File: config.mk
export PLATFORM = sky130hd
export DESIGN_NAME = sample_readback_flat
export DESIGN_NICKNAME = d
export VERILOG_FILES = /design/src/rtl/sample_readback_if.sv /design/src/rtl/sample_readback.sv /design/src/flat_wrapper.sv
export SDC_FILE = /design/constraint.sdc
export NUM_CORES = 1
export LEC_CHECK = 0
export ABC_AREA = 0
export CAP_MARGIN = 20
export CORE_MARGIN = 4
export CORE_UTILIZATION = 54
export DETAILED_ROUTE_END_ITERATION = 10
export PLACE_DENSITY = 0.91
export SYNTH_ARGS = -nofsm -noshare
export SYNTH_HDL_FRONTEND = slang
export SYNTH_SLANG_ARGS = --single-unit
File: constraint.sdc
create_clock -name clk -period 8.71 [get_ports clk]
set_input_delay 1.742 -clock clk [delete_from_list [all_inputs] [get_ports clk]]
set_output_delay 1.742 -clock clk [all_outputs]
set_load 0.02 [all_outputs]
File: src/rtl/sample_readback_if.sv
// Readback block bus: the control strobes and status, the memory read port and
// the decoded-sample stream. The block connects through "master", the environment through "slave".
interface sample_readback_if #(
  parameter int SAMPLE_WIDTH        = 16,
  parameter int SAMPLE_PACKET_WIDTH = 32
);
  localparam int IW = SAMPLE_PACKET_WIDTH - SAMPLE_WIDTH;

  logic                           start;
  logic                           abort;
  logic [31:0]                    begin_num;
  logic [31:0]                    trig_num;
  logic [31:0]                    sample_count;

  logic                           rd_req;
  logic [31:0]                    rd_addr;
  logic                           rd_ack;
  logic                           rd_data_valid;
  logic [SAMPLE_PACKET_WIDTH-1:0] rd_data;

  logic                           out_valid;
  logic                           out_ready;
  logic [SAMPLE_WIDTH-1:0]        out_data;
  logic [IW-1:0]                  out_interval;
  logic [47:0]                    out_timestamp;
  logic                           out_is_trigger;
  logic                           out_last;

  logic                           busy;
  logic                           done;
  logic                           error;

  modport master (
    input  start, abort, begin_num, trig_num, sample_count,
           rd_ack, rd_data_valid, rd_data, out_ready,
    output rd_req, rd_addr, out_valid, out_data, out_interval, out_timestamp,
           out_is_trigger, out_last, busy, done, error
  );

  modport slave (
    output start, abort, begin_num, trig_num, sample_count,
           rd_ack, rd_data_valid, rd_data, out_ready,
    input  rd_req, rd_addr, out_valid, out_data, out_interval, out_timestamp,
           out_is_trigger, out_last, busy, done, error
  );
endinterface

File: src/rtl/sample_readback.sv
// Reads a run of sample packets from memory, one read in flight at a time, and
// streams them out decoded with a running timestamp, trigger and last flags.
module sample_readback #(
  parameter int          SAMPLE_WIDTH        = 16,
  parameter int          SAMPLE_PACKET_WIDTH = 32,
  parameter int unsigned MAX_SAMPLE_NUMBER   = 33554431
) (
  input logic               clk,
  input logic               reset,
  sample_readback_if.master bus
);
  localparam logic [31:0] MAX_NUM = 32'(MAX_SAMPLE_NUMBER);

  typedef enum logic [2:0] {IDLE, REQ, WAIT, OUT, DONE} state_t;

  state_t                         state;
  state_t                         state_next;
  logic [31:0]                    cur;
  logic [31:0]                    remaining;
  logic [31:0]                    trig;
  logic [47:0]                    ts;
  logic                           first;
  logic [SAMPLE_PACKET_WIDTH-1:0] pkt;
  logic                           error_q;

  logic load;
  logic bad_start;
  logic capture;
  logic advance;

  always_comb begin
    // NOTE: every signal gets a default before the case so no path infers a latch.
    state_next = state;
    load       = 1'b0;
    bad_start  = 1'b0;
    capture    = 1'b0;
    advance    = 1'b0;
    case (state)
      IDLE: if (bus.start) begin
        if (bus.sample_count == 32'd0) begin
          state_next = DONE;
        end else if (bus.begin_num > MAX_NUM) begin
          bad_start = 1'b1;
        end else begin
          load       = 1'b1;
          state_next = REQ;
        end
      end
      REQ:  if (bus.rd_ack) state_next = WAIT;
      WAIT: if (bus.rd_data_valid) begin
        capture    = 1'b1;
        state_next = OUT;
      end
      OUT:  if (bus.out_ready) begin
        if (remaining == 32'd1) begin
          state_next = DONE;
        end else begin
          advance    = 1'b1;
          state_next = REQ;
        end
      end
      DONE:    state_next = IDLE;
      default: state_next = IDLE;
    endcase
    // Abort wins over everything, including any datapath update this cycle.
    if (bus.abort) begin
      state_next = IDLE;
      load       = 1'b0;
      bad_start  = 1'b0;
      capture    = 1'b0;
      advance    = 1'b0;
    end
  end

  always_ff @(posedge clk) begin
    // NOTE: non-blocking assignments so every flop samples pre-edge values.
    if (reset) state <= IDLE;
    else       state <= state_next;
  end

  always_ff @(posedge clk) begin
    if (reset) begin
      cur       <= '0;
      remaining <= '0;
      trig      <= '0;
      ts        <= '0;
      first     <= 1'b0;
      pkt       <= '0;
      error_q   <= 1'b0;
    end else begin
      error_q <= bad_start;
      if (load) begin
        cur       <= bus.begin_num;
        remaining <= bus.sample_count;
        trig      <= bus.trig_num;
        ts        <= '0;
        first     <= 1'b1;
      end
      if (capture) begin
        pkt   <= bus.rd_data;
        first <= 1'b0;
        // Timestamp advances by the new packet's own interval plus one.
        ts    <= first ? 48'd0
                       : ts + 48'(bus.rd_data[SAMPLE_PACKET_WIDTH-1:SAMPLE_WIDTH]) + 48'd1;
      end
      if (advance) begin
        remaining <= remaining - 32'd1;
        cur       <= (cur == MAX_NUM) ? 32'd0 : cur + 32'd1;
      end
    end
  end

  assign bus.rd_req         = (state == REQ);
  assign bus.rd_addr        = cur;
  assign bus.out_valid      = (state == OUT);
  assign bus.out_data       = pkt[SAMPLE_WIDTH-1:0];
  assign bus.out_interval   = pkt[SAMPLE_PACKET_WIDTH-1:SAMPLE_WIDTH];
  assign bus.out_timestamp  = ts;
  assign bus.out_is_trigger = (state == OUT) && (cur == trig);
  assign bus.out_last       = (state == OUT) && (remaining == 32'd1);
  assign bus.busy           = (state != IDLE);
  assign bus.done           = (state == DONE);
  assign bus.error          = error_q;
endmodule
File: src/flat_wrapper.sv
// flat-port wrapper written by rule: the top's interface ports become plain ports
module sample_readback_flat 
#(
  parameter int          SAMPLE_WIDTH        = 16,
  parameter int          SAMPLE_PACKET_WIDTH = 32,
  parameter int unsigned MAX_SAMPLE_NUMBER   = 33554431
)
  (clk, reset, bus_start, bus_abort, bus_begin_num, bus_trig_num, bus_sample_count, bus_rd_ack, bus_rd_data_valid, bus_rd_data, bus_out_ready, bus_rd_req, bus_rd_addr, bus_out_valid, bus_out_data, bus_out_interval, bus_out_timestamp, bus_out_is_trigger, bus_out_last, bus_busy, bus_done, bus_error);
  sample_readback_if #(.SAMPLE_WIDTH(SAMPLE_WIDTH), .SAMPLE_PACKET_WIDTH(SAMPLE_PACKET_WIDTH)) bus_i ();
  input logic clk;
  input logic reset;
  input wire logic [$bits(bus_i.start)-1:0] bus_start;
  input wire logic [$bits(bus_i.abort)-1:0] bus_abort;
  input wire logic [$bits(bus_i.begin_num)-1:0] bus_begin_num;
  input wire logic [$bits(bus_i.trig_num)-1:0] bus_trig_num;
  input wire logic [$bits(bus_i.sample_count)-1:0] bus_sample_count;
  input wire logic [$bits(bus_i.rd_ack)-1:0] bus_rd_ack;
  input wire logic [$bits(bus_i.rd_data_valid)-1:0] bus_rd_data_valid;
  input wire logic [$bits(bus_i.rd_data)-1:0] bus_rd_data;
  input wire logic [$bits(bus_i.out_ready)-1:0] bus_out_ready;
  output wire logic [$bits(bus_i.rd_req)-1:0] bus_rd_req;
  output wire logic [$bits(bus_i.rd_addr)-1:0] bus_rd_addr;
  output wire logic [$bits(bus_i.out_valid)-1:0] bus_out_valid;
  output wire logic [$bits(bus_i.out_data)-1:0] bus_out_data;
  output wire logic [$bits(bus_i.out_interval)-1:0] bus_out_interval;
  output wire logic [$bits(bus_i.out_timestamp)-1:0] bus_out_timestamp;
  output wire logic [$bits(bus_i.out_is_trigger)-1:0] bus_out_is_trigger;
  output wire logic [$bits(bus_i.out_last)-1:0] bus_out_last;
  output wire logic [$bits(bus_i.busy)-1:0] bus_busy;
  output wire logic [$bits(bus_i.done)-1:0] bus_done;
  output wire logic [$bits(bus_i.error)-1:0] bus_error;
  assign bus_i.start = bus_start;
  assign bus_i.abort = bus_abort;
  assign bus_i.begin_num = bus_begin_num;
  assign bus_i.trig_num = bus_trig_num;
  assign bus_i.sample_count = bus_sample_count;
  assign bus_i.rd_ack = bus_rd_ack;
  assign bus_i.rd_data_valid = bus_rd_data_valid;
  assign bus_i.rd_data = bus_rd_data;
  assign bus_i.out_ready = bus_out_ready;
  assign bus_rd_req = bus_i.rd_req;
  assign bus_rd_addr = bus_i.rd_addr;
  assign bus_out_valid = bus_i.out_valid;
  assign bus_out_data = bus_i.out_data;
  assign bus_out_interval = bus_i.out_interval;
  assign bus_out_timestamp = bus_i.out_timestamp;
  assign bus_out_is_trigger = bus_i.out_is_trigger;
  assign bus_out_last = bus_i.out_last;
  assign bus_busy = bus_i.busy;
  assign bus_done = bus_i.done;
  assign bus_error = bus_i.error;
  sample_readback #(.SAMPLE_WIDTH(SAMPLE_WIDTH), .SAMPLE_PACKET_WIDTH(SAMPLE_PACKET_WIDTH), .MAX_SAMPLE_NUMBER(MAX_SAMPLE_NUMBER)) u_core (.clk(clk), .reset(reset), .bus(bus_i));
endmodule
==> results.cfg <==
[layout]
drive_above_1_share_pct = 4.15
area_growth_pct = 32.4
fin_area_sq_um = 13000
fill_cells = 1386
insertedDiodeCount = 0
fin_util_pct = 72.6
final_nets = 1661

[logic_synthesis]
synth_edf_count = 0
synth_xor_area_share_pct = 4.82
synthAdderAreaFrac_pct = 2.63
ys_seq_area_share_pct = 36.9
synth_most_common_cell = nand2_1
netlist_area_sq_um = 9810
synth-simple-area-share_pct = 28.4
async_flop_share_pct = 0
synth_area_leader_cell = dfxtp_1
syn_area_per_cell_sq_um = 7.55
syn_inst = 1300
yosysUniqueCellTypes = 68
ys_ff_latch = 181
synth_compound_area_share_pct = 22.4
synthMuxAreaShare_pct = 0.638
syn-num-nets = 1455
ys.flop_type = dfxtp_1
synth_warnings = 0
synth_top_family_by_area = simple AND/OR/NAND/NOR gates
synth_top_cell_area_share_pct = 36.9
synthTopCellsByCount = 242 x nand2_1, 181 x dfxtp_1, 138 x a21oi_1
synth_area_leaders = dfxtp_1 37%, nand2_1 9.3%, a21oi_1 7.0%

[sta]
fin_crit_sh_pct = 55.4
period_needed_ns = 4.83
setup_tns_ns = 0
clock_skew_ns = 0.0127
setup_viol = 0
report.final.slew_viol_count = 0
rsz0062_at_grt = no
worst_slew_pin_slew_ns = 1.08
hold_viol = 0
max_slew_margin_pct = 27.9
fmax_ghz = 0.207

[min_path]
whs_endpoint = u_core.pkt[27]$_SDFFE_PP0P_
worstHoldStart = u_core.pkt[27]$_SDFFE_PP0P_
hold_path_depth = 2
hold_class = register to register

[critical_path]
r2r_end = u_core.bus.out_timestamp[25]$_SDFFE_PP0P_
rr_worst_depth = 8
crit_required_ns = 9.01
end_kind = register
worstPathMaxFanout = 48
crit_type = primary input to register
worst_ep_arrival_time_ns = 5.13
r2r-start = u_core.state[1]$_SDFFE_PP0P_
reg2reg_slack_ns = 5.20
startpoint_type = primary input

[place]
dpl-instance-area_sq_um = 12400
place.gp.congestion = 0.940
hpwl_mm = 22.5
port_buffers = 253

[power_and_ir_drop]
p_comb_share_pct = 6.8
p_leak_nw = 4.61
max-vdd-ir-drop_mv = 0.146
internal_power_mw = 1.28
switching_power_mw = 0.425
switching_share_pct = 25.0
power_density_nw_per_um2 = 131
p_seq_share_pct = 48.7
clkPwrFrac_pct = 44.4

[floorplan]
rows = 49
die_y_um = 143
io_pins = 254
core-area_sq_um = 17900
die-area_sq_um = 20400
die_w_um = 143
start_util_pct = 54.8

[drt]
ant_nets = 0
wl_mm = 31.8
drt_iter0_markers = 1028
drcViolationCount = 0
vias = 10900
wire_per_inst_um = 18.2
viasPerCell = 6.24
dr.pass1.iters = 6

[grt]
grt_max_degree = 67
overflow = 0
antenna_found_initial = 0
grt_pass1_wl_mm = 50.1
grt_use_total_pct = 29.8
first_global_vias = 9982

[clocking]
cts_resized = 0
cts_hold_buf = 0
htree_num_levels = 4
cts_max_path_buffers = 2
cts_tree = built
clk_latency_ns = 0.44
cts-root-buf = clkbuf_16
clk_pin_slew_ns = 0.07
post_cts_buffers = 0
numCtsBuffers = 17
clock_sinks = 181

[run_status]
outcome = finished, final reports clean

[flow_run]
max_cap_violations = 0
==> metrics by stage <==
stage | total power, mW | hold slack, ns | worst slack (ns) | instances
final | 1.70 | 0.453 | 3.88 | 1748
after global placement | 0.961 | 0.441 | 3.61 | 1715
after CTS | 1.70 | 0.455 | 3.92 | 1748
after floorplan | 0.883 | 0.443 | 4.76 | 1300
after global routing | 1.74 | 0.474 | 3.70 | 1748
after detailed placement | 0.962 | 0.445 | 3.50 | 1716
==> placed cells by master, fill, tap and decap left out, types with 22 or more instances in the layout <==
| cell type | n |
|---|---|
| nor3_1 | 34 |
| o21ai_0 | 77 |
| xnor2_1 | 38 |
| nand2_1 | 242 |
| or4_1 | 22 |
| nand4_1 | 32 |
| a211oi_1 | 22 |
| a21oi_1 | 138 |
| nand3_1 | 52 |
| nor2_1 | 93 |
| nor4_1 | 27 |
| clkdlybuf4s50_1 | 252 |
| dfxtp_1 | 181 |
==> power by group through the flow <==
stage	clock (mW)	combinational [mW]	sequential, mW
finish	0.755	0.116	0.829
global route	0.791	0.123	0.829
CTS	0.759	0.115	0.829
detailed placement	0	0.114	0.848
global placement	0	0.113	0.848
floorplan	0	0.0349	0.848
==> state kept, by name, summed over array words and instances, names as in the netlist <==
register	flops
u_core.first	1
u_core.remaining	32
u_core.bus.rd_addr	32
u_core.state	3
u_core.pkt	32
u_core.bus.error	1
u_core.trig	32
u_core.bus.out_timestamp	48
==> worst max-delay path, stage by stage <==
cell and delay, ns:
clkdlybuf4s50_1 0.42, nor4_1 0.51, nand3_1 0.25, a211oi_4 0.54, buf_4 0.58, a21o_1 0.14, buf_4 0.39, o21ai_0 0.20
a221oi_1 0.28, nor2_1 0.06
==> worst max path at each step <==
stage / start / to / slack, ns
after detailed placement: bus_begin_num[26] / u_core.remaining[28]$_SDFFE_PP0P_ / 3.50
after floorplan: bus_rd_data[16] / u_core.bus.out_timestamp[34]$_SDFFE_PP0P_ / 4.76
after global placement: bus_begin_num[27] / u_core.remaining[28]$_SDFFE_PP0P_ / 3.61
after CTS: bus_begin_num[26] / u_core.remaining[28]$_SDFFE_PP0P_ / 3.92
final: bus_begin_num[26] / u_core.remaining[28]$_SDFFE_PP0P_ / 3.88
after global routing: bus_begin_num[26] / u_core.remaining[28]$_SDFFE_PP0P_ / 3.70
==> cell type report <==
type,count,area [sq um],share of cell area (%)
tap,229,287,2.21
timing repair buffer,265,2620,20.2
clock inverter,14,139,1.07
inverter,22,82.6,0.636
clock buffer,18,429,3.30
sequential,181,3620,27.9
multi-input combinational,1019,5810,44.7
==> cell families (layout without fill, tap and decap cells) <==
kind of cell               Yosys count  after routing
and+or+nand+nor                    580            580
AOI/OAI and AO/OA                  359            359
DFF                                181            181
buffers and inverters              100            319
xor gates and xnor gates            54             54
adders and majority gates           20             20
muxes                                6              6
==> per-layer routing <==
layer	share of wire (%)	vias to the layer above	global-route usage, %
met3	9.1	98	4.55
met5	0	-	0
li1	-	5117	-
met2	47	604	48.9
met1	41	5095	39.3
met4	3.3	0	12.0
Note: power is estimated with default switching activity, not from simulation.
